File: src/rtl/sound_pkg.sv
// Shared sound definitions: scheduler state encoding, event codes, note half-periods
// and the four-note jingle table.
package sound_pkg;

    typedef enum logic [1:0] {
        TS_IDLE  = 2'd0,
        TS_TONE  = 2'd1,
        TS_JNOTE = 2'd2
    } ts_state_e;

    typedef enum logic [1:0] {
        EVT_START = 2'd0,
        EVT_ROUND = 2'd1,
        EVT_WIN   = 2'd2,
        EVT_LOSE  = 2'd3
    } evt_e;

    localparam int         HP_W      = 16;
    localparam logic [2:0] NOTE_REST = 3'd4;

    // Half-period in clock cycles for colour codes 0..3, index 0 in the low slice.
    localparam logic [3:0][HP_W-1:0] TONE_HP = {16'd3189, 16'd3792, 16'd4257, 16'd4778};

    // JINGLE[evt][note]; each entry written as {note3, note2, note1, note0}.
    localparam logic [3:0][3:0][2:0] JINGLE = {
        {NOTE_REST, 3'd0, NOTE_REST, 3'd0},   // lose
        {3'd0, 3'd1, 3'd2, 3'd3},             // win
        {NOTE_REST, NOTE_REST, 3'd3, 3'd2},   // round
        {3'd3, 3'd2, 3'd1, 3'd0}              // start
    };

    // Phase counter reload value; rests keep the counter parked at zero.
    function automatic logic [HP_W-1:0] note_reload(input logic [2:0] code);
        if (code >= NOTE_REST) begin
            return '0;
        end
        return TONE_HP[code[1:0]] - HP_W'(1);
    endfunction

endpackage

File: src/rtl/tone_scheduler_if.sv
// Request/status bundle between the game logic and the tone scheduler.
interface tone_scheduler_if;
    logic       COLOR_REQ;
    logic [1:0] COLOR;
    logic       EVT_REQ;
    logic [1:0] EVT;
    logic       MUTE;
    logic       SPK;
    logic       BUSY;
    logic       DONE;

    modport master (
        output COLOR_REQ, COLOR, EVT_REQ, EVT, MUTE,
        input  SPK, BUSY, DONE
    );

    modport slave (
        input  COLOR_REQ, COLOR, EVT_REQ, EVT, MUTE,
        output SPK, BUSY, DONE
    );
endinterface

File: src/rtl/tone_gen.sv
// Square-wave generator: half-period phase counter with restart, rest and mute handling.
module tone_gen
    import sound_pkg::*;
(
    input  logic       CLK,
    input  logic       RST_N,
    input  logic       restart,
    input  logic       run,
    input  logic [2:0] code,
    input  logic       mute,
    output logic       spk
);

    logic [HP_W-1:0] phase_q;
    logic [2:0]      code_q;
    logic            spk_q;

    always_ff @(posedge CLK or negedge RST_N) begin
        if (!RST_N) begin
            phase_q <= '0;
            code_q  <= NOTE_REST;
            spk_q   <= 1'b0;
        end else if (restart) begin
            code_q  <= code;
            phase_q <= note_reload(code);
            spk_q   <= 1'b0;
        end else if (!run) begin
            phase_q <= '0;
            spk_q   <= 1'b0;
        end else if (code_q < NOTE_REST) begin
            if (phase_q == '0) begin
                spk_q   <= ~spk_q;
                phase_q <= note_reload(code_q);
            end else begin
                phase_q <= phase_q - HP_W'(1);
            end
        end
    end

    // Mute only gates the pin; the waveform keeps running underneath.
    assign spk = spk_q & ~mute;

endmodule

File: src/rtl/tone_scheduler.sv
// Tone scheduler: arbitrates colour tones and event jingles onto a single speaker,
// timing every note against a shared tick prescaler.
module tone_scheduler
    import sound_pkg::*;
#(
    parameter int TICK_DIV    = 10000,
    parameter int NOTE_TICKS  = 250,
    parameter int JNOTE_TICKS = 120
) (
    input logic             CLK,
    input logic             RST_N,
    tone_scheduler_if.slave bus
);

    localparam int PRESC_W   = (TICK_DIV > 1) ? $clog2(TICK_DIV) : 1;
    localparam int MAX_TICKS = (NOTE_TICKS > JNOTE_TICKS) ? NOTE_TICKS : JNOTE_TICKS;
    localparam int DUR_W     = $clog2(MAX_TICKS + 1);

    localparam logic [PRESC_W-1:0] PRESC_LAST = PRESC_W'(TICK_DIV - 1);
    localparam logic [DUR_W-1:0]   DUR_TONE   = DUR_W'(NOTE_TICKS);
    localparam logic [DUR_W-1:0]   DUR_JNOTE  = DUR_W'(JNOTE_TICKS);

    ts_state_e          state_q, state_d;
    logic [1:0]         note_idx_q, note_idx_d;
    evt_e               evt_q, evt_d;
    logic [PRESC_W-1:0] presc_q, presc_d;
    logic [DUR_W-1:0]   dur_q, dur_d;
    logic               busy_q, busy_d;
    logic               done_q, done_d;

    logic       tick;
    logic       note_end;
    logic       last_note;
    logic       finish;
    logic       col_ok;
    logic       restart;
    logic [2:0] tone_code;

    assign tick      = (presc_q == PRESC_LAST);
    assign note_end  = (state_q != TS_IDLE) && tick && (dur_q == DUR_W'(1));
    assign last_note = (state_q == TS_TONE) || (note_idx_q == 2'd3);
    assign finish    = note_end && last_note;
    // A jingle blocks colour requests until its final note is ending.
    assign col_ok    = bus.COLOR_REQ && ((state_q != TS_JNOTE) || finish);

    always_ff @(posedge CLK or negedge RST_N) begin
        if (!RST_N) begin
            state_q    <= TS_IDLE;
            note_idx_q <= 2'd0;
            evt_q      <= EVT_START;
            presc_q    <= '0;
            dur_q      <= '0;
            busy_q     <= 1'b0;
            done_q     <= 1'b0;
        end else begin
            state_q    <= state_d;
            note_idx_q <= note_idx_d;
            evt_q      <= evt_d;
            presc_q    <= presc_d;
            dur_q      <= dur_d;
            busy_q     <= busy_d;
            done_q     <= done_d;
        end
    end

    always_comb begin
        state_d    = state_q;
        note_idx_d = note_idx_q;
        evt_d      = evt_q;
        presc_d    = presc_q;
        dur_d      = dur_q;
        done_d     = finish;
        restart    = 1'b0;
        tone_code  = JINGLE[evt_q][note_idx_q];

        if (state_q != TS_IDLE) begin
            presc_d = tick ? '0 : presc_q + PRESC_W'(1);
            if (tick) begin
                dur_d = dur_q - DUR_W'(1);
            end
        end

        if (note_end) begin
            if (last_note) begin
                state_d = TS_IDLE;
                presc_d = '0;
                dur_d   = '0;
            end else begin
                note_idx_d = note_idx_q + 2'd1;
                dur_d      = DUR_JNOTE;
                restart    = 1'b1;
                tone_code  = JINGLE[evt_q][note_idx_q + 2'd1];
            end
        end

        // Accepted requests override whatever the running note was about to do.
        if (bus.EVT_REQ) begin
            state_d    = TS_JNOTE;
            evt_d      = evt_e'(bus.EVT);
            note_idx_d = 2'd0;
            presc_d    = '0;
            dur_d      = DUR_JNOTE;
            restart    = 1'b1;
            tone_code  = JINGLE[bus.EVT][0];
        end else if (col_ok) begin
            state_d    = TS_TONE;
            note_idx_d = 2'd0;
            presc_d    = '0;
            dur_d      = DUR_TONE;
            restart    = 1'b1;
            tone_code  = {1'b0, bus.COLOR};
        end

        busy_d = (state_d != TS_IDLE);
    end

    tone_gen u_tone_gen (
        .CLK     (CLK),
        .RST_N   (RST_N),
        .restart (restart),
        .run     (busy_d),
        .code    (tone_code),
        .mute    (bus.MUTE),
        .spk     (bus.SPK)
    );

    assign bus.BUSY = busy_q;
    assign bus.DONE = done_q;

endmodule

File: src/flat_wrapper.sv
// flat-port wrapper written by rule: the top's interface ports become plain ports
module tone_scheduler_flat import sound_pkg::*;
#(
    parameter int TICK_DIV    = 10000,
    parameter int NOTE_TICKS  = 250,
    parameter int JNOTE_TICKS = 120
)
  (CLK, RST_N, bus_COLOR_REQ, bus_COLOR, bus_EVT_REQ, bus_EVT, bus_MUTE, bus_SPK, bus_BUSY, bus_DONE);
  tone_scheduler_if bus_i ();
  input logic CLK;
  input logic RST_N;
  input wire logic [$bits(bus_i.COLOR_REQ)-1:0] bus_COLOR_REQ;
  input wire logic [$bits(bus_i.COLOR)-1:0] bus_COLOR;
  input wire logic [$bits(bus_i.EVT_REQ)-1:0] bus_EVT_REQ;
  input wire logic [$bits(bus_i.EVT)-1:0] bus_EVT;
  input wire logic [$bits(bus_i.MUTE)-1:0] bus_MUTE;
  output wire logic [$bits(bus_i.SPK)-1:0] bus_SPK;
  output wire logic [$bits(bus_i.BUSY)-1:0] bus_BUSY;
  output wire logic [$bits(bus_i.DONE)-1:0] bus_DONE;
  assign bus_i.COLOR_REQ = bus_COLOR_REQ;
  assign bus_i.COLOR = bus_COLOR;
  assign bus_i.EVT_REQ = bus_EVT_REQ;
  assign bus_i.EVT = bus_EVT;
  assign bus_i.MUTE = bus_MUTE;
  assign bus_SPK = bus_i.SPK;
  assign bus_BUSY = bus_i.BUSY;
  assign bus_DONE = bus_i.DONE;
  tone_scheduler #(.TICK_DIV(TICK_DIV), .NOTE_TICKS(NOTE_TICKS), .JNOTE_TICKS(JNOTE_TICKS)) u_core (.CLK(CLK), .RST_N(RST_N), .bus(bus_i));
endmodule
File: config.mk
export PLATFORM = sky130hd
export DESIGN_NAME = tone_scheduler_flat
export DESIGN_NICKNAME = d
export VERILOG_FILES = /design/src/rtl/sound_pkg.sv /design/src/rtl/tone_scheduler_if.sv /design/src/rtl/tone_gen.sv /design/src/rtl/tone_scheduler.sv /design/src/flat_wrapper.sv
export SDC_FILE = /design/constraint.sdc
export NUM_CORES = 1
export LEC_CHECK = 0
export CAP_MARGIN = 20
export CORE_MARGIN = 4
export CORE_UTILIZATION = 38
export CTS_CLUSTER_DIAMETER = 100
export DETAILED_ROUTE_END_ITERATION = 16
export HOLD_SLACK_MARGIN = 0.15
export SLEW_MARGIN = 20
export SYNTH_ARGS = -nofsm -noshare
export SYNTH_HDL_FRONTEND = slang
export SYNTH_SLANG_ARGS = --single-unit
export TNS_END_PERCENT = 100
File: constraint.sdc
create_clock -name CLK -period 9.1 [get_ports CLK]
set_clock_uncertainty 0.15 [all_clocks]
set_input_delay 1.82 -clock CLK [delete_from_list [all_inputs] [get_ports CLK]]
set_output_delay 1.82 -clock CLK [all_outputs]
set_load 0.02 [all_outputs]
==> impl_results.md <==
* Post-synthesis instance total at 393
* Warnings, synthesis at 0
* Met2 wire length at about 3.7 mm
* Post-Synth Adder-Cell Area at 0.06932
* Clock power frac at 0.283
* DRC viols at 0
* CTS Sinks at 50
* Endpoint class of the critical path: output pin
* GRT Total Usage at 0.1568
* Synth Net Count at between 400 and 500
* Hold-fix buffers at CTS at 0
* Synth top cells by count: 49 x dfrtp_1, 45 x nor2_1, 39 x nand2_1, 33 x a21oi_1, 29 x o21ai_0
* Mux share of post-synthesis cell area at 0.01167
* Switch share at 0.3255
* Synth top area share at 0.3575
* Unrepaired setup endpoints after global routing: no
* TritonCTS buffer count at 5
* Clock slew seen by the registers of the worst setup and hold paths at roughly 0.09 ns
* Wire per inst at 15.44 µm
* MaxCap Viol Count at 0
* Diode count at 0
* Setup tns final at 0 ns
* Nets at around 430
* Pre-CTS WS at 4.207 ns
* Relative max-transition margin at 0.4102
* Top_reg_cell synth: dfrtp_1
* Top layer reached by signal wires: met4
* PnR worst setup slack at between 4 and 5 ns
* Async S/R FF share, synth at 1.000
* Max incr delay on CP at around 0.6 ns
* Drt via density at around 5.7
* R2R Path End: u_core.u_tone_gen.phase_q[9]$_DFFE_PN0P_
* Root Buffer: clkbuf_8
* FF+latch count, synth at 50
* Largest net degree at the start of global routing at between 50 and 60
* CP startpoint kind: input pin
* DIE HEIGHT at roughly 100 µm
* Post-CTS setup buffers at 0
* Initial core utilization at 0.3913
* Floorplan core area at ~8800 µm²
* Worst R2R Path Depth at 9
* Net Sw Power at approximately 190 µW
* Worst hold stages at 2
* Compound-gate portion of the synthesized area at 0.1999
* Post-Route WL at just under 8 mm
* Layout cells sized above 1 at 0.06767
* R2r setup slk at between 5 and 6 ns
* VDD IR max at between 0.08 and 0.09 mV
* CP cell instances: clkdlybuf4s50_1 > nor2b_1 > clkdlybuf4s50_1
* Largest cells by area after synthesis: dfrtp_1 36%, ha_1 6.9%, nor2_1 4.9%, a21oi_1 4.8%, nand2_1 4.3%
* Crit-path slowest cell: clkdlybuf4s50_1
* P per Cell Area at 158.5 nW/µm²
* Hold Vio Cnt, Final at 0
* Outcome: complete, no violations
* Number of cell rows at 34
* Via count at about 2900
* Final Max Slew Viols at 0
* Hold WC Path Type: reg -> reg
* Syn-to-layout area delta at 6.822%
* Final period utilization at 0.5372
* I/O Pins at 12
* Number of port buffers at 11
* Routability congestion estimate at 0.8552
* Xor and xnor fraction of the mapped netlist area at 0.05618
* Die X-Extent at between 100 and 150 µm
* Post-synth top area cell: dfrtp_1
* GRT overflow at 0
* CP Buf/Inv Count at 2
* Metal3 WL at ~330 µm
* Most Frequent Cell on Critical Path: clkdlybuf4s50_1
* CTS tree: built
* Initial antenna violation count at 0
* Hold Path End: u_core.presc_q[1]$_DFF_PN0_
* Placement Cell Area at between 3000 and 4000 µm²
* Global-route wire length before repair at 13.28 mm
* Post-CTS resize count at 0
* Final setup vio count at 0
* Most common cell in the synthesized netlist: dfrtp_1
* Post-synthesis cell area at roughly 3400 µm²
* Top Family by Delay on Critical Path: buffers and inverters
* Syn avg cell area at ~8.7 µm²
* Hold_sp: u_core.presc_q[1]$_DFF_PN0_
* Drt first pass iters at 4
* Netlist cell types at 65
* CP Class: in -> out
* H-tree depth at 2
* Critical Path RT at slightly above 7 ns
* Int Pwr at approximately 400 µW
* Die area at 10610 µm²
* Worst-Skew Late Latency at 0.31 ns
* Fin crit period at slightly below 5 ns
* Worst r2r src: u_core.presc_q[6]$_DFF_PN0_
* Post-synth EDFFs at 0
* Initial detailed-routing violation count at approximately 130
* Combinational Power Share at 0.245
* Sequential power share at 0.472
* Largest fanout on the critical path at 1
* Arr. time, crit path at roughly 3 ns
* Actual slew at the worst max-slew pin at a little under 0.9 ns
* Pleak at 0.001519 µW
* Largest family of logic cells by synthesized area: simple AND/OR/NAND/NOR gates
* Synth Area in Simple Gates at 0.2368
* M1 WL at around 3.7 mm
* Post-DP HPWL at 5.614 mm
* Highest Clock Rate at roughly 200 MHz
* Vias in the first global route at approximately 2700
* Seq/Total Area, Yosys at 0.3652
* Antenna viol nets, final at 0
* Design Area, Final at ~3700 µm²
* Max Buffers Root-to-Sink at 2
state kept, by name (all words and copies together), names as in the netlist:
register	cells
u_core.u_tone_gen.code_q	3
u_core.evt_q	2
u_core.note_idx_q	2
u_core.state_q	2
u_core.u_tone_gen.spk_q	1
u_core.dur_q	8
u_core.u_tone_gen.phase_q	16
u_core.bus.BUSY	1
u_core.bus.DONE	1
u_core.presc_q	14
worst max-delay path by stage:
stage / startpoint / endpoint / slack (ns) / cells past startpoint
after floorplan: bus_MUTE / bus_SPK / 5.01 / 1
after global placement: bus_MUTE / bus_SPK / 4.19 / 3
after detailed placement: bus_MUTE / bus_SPK / 4.21 / 3
after CTS: bus_MUTE / bus_SPK / 4.21 / 3
after global routing: bus_MUTE / bus_SPK / 4.15 / 3
final: bus_MUTE / bus_SPK / 4.21 / 3
kinds of logic after synthesis:
| kind of cell | Yosys count |
|---|---|
| buffers and inverters | 34 |
| DFF | 50 |
| and+or+nand+nor | 158 |
| xor gates and xnor gates | 22 |
| AOI/OAI and AO/OA | 106 |
| adders and majority gates | 19 |
| muxes | 4 |
placed cells by master, fill, tap and decap left out, drive strengths merged, types with 4 or more instances in the layout:
cell,netlist,final
and3,4,4
a21oi,33,33
xor2,15,15
or4,8,8
nor2,45,45
nor2b,6,6
o21ai,30,30
nand3,15,15
ha,19,19
xnor2,7,7
inv,20,20
nor3,8,8
nand2,39,39
dfrtp,49,49
clkdlybuf4s50,0,10
mux2i,4,4
a31oi,13,13
clkbuf,6,6
nand4,7,7
nor4,9,9
stage by stage:
step | util | instances | hold slack [ns] | total power [µW]
after CTS | 0.4180 | 507 | 0.4048 | 586.6
after floorplan | - | 393 | 0.3416 | 381.7
final | 0.4180 | 507 | 0.3993 | 580.8
after global placement | 0.4052 | 500 | 0.3828 | 417.3
after detailed placement | 0.4052 | 500 | 0.3886 | 419.7
after global routing | 0.4180 | 507 | 0.4265 | 617.1
power by group through the flow:
stage	logic (µW)	clock network (µW)	registers [µW]
2_1_floorplan	113	0	269
4_1_cts	144	170	273
5_1_grt	164	176	277
3_3_place_gp	141	0	276
6_report	142	165	274
3_5_place_dp	143	0	277
worst register-to-register path: cells and delay by family, from the launching register on:
family	cells	cell delay, ns
simple gates	3	1.55
compound gates	5	1.25
flops	1	0.42
fa+ha+maj	1	0.19
area by class of cell:
cell class,instances,area [µm²]
Clock inverter,1,30.03
Clock buffer,6,82.58
Tap cell,108,135.1
Timing Repair Buffer,13,120.1
Multi-Input combinational cell,309,1968
Sequential cell,50,1252
Inverter,20,75.07
Fill cell,882,5100
per-layer routing:
layer	up-vias	global-route usage
met3	6	0.02571
met4	0	0.03785
met2	46	0.2501
met5	-	0
met1	1426	0.2227
li1	1430	-
Note: power is estimated with default switching activity, not from simulation.
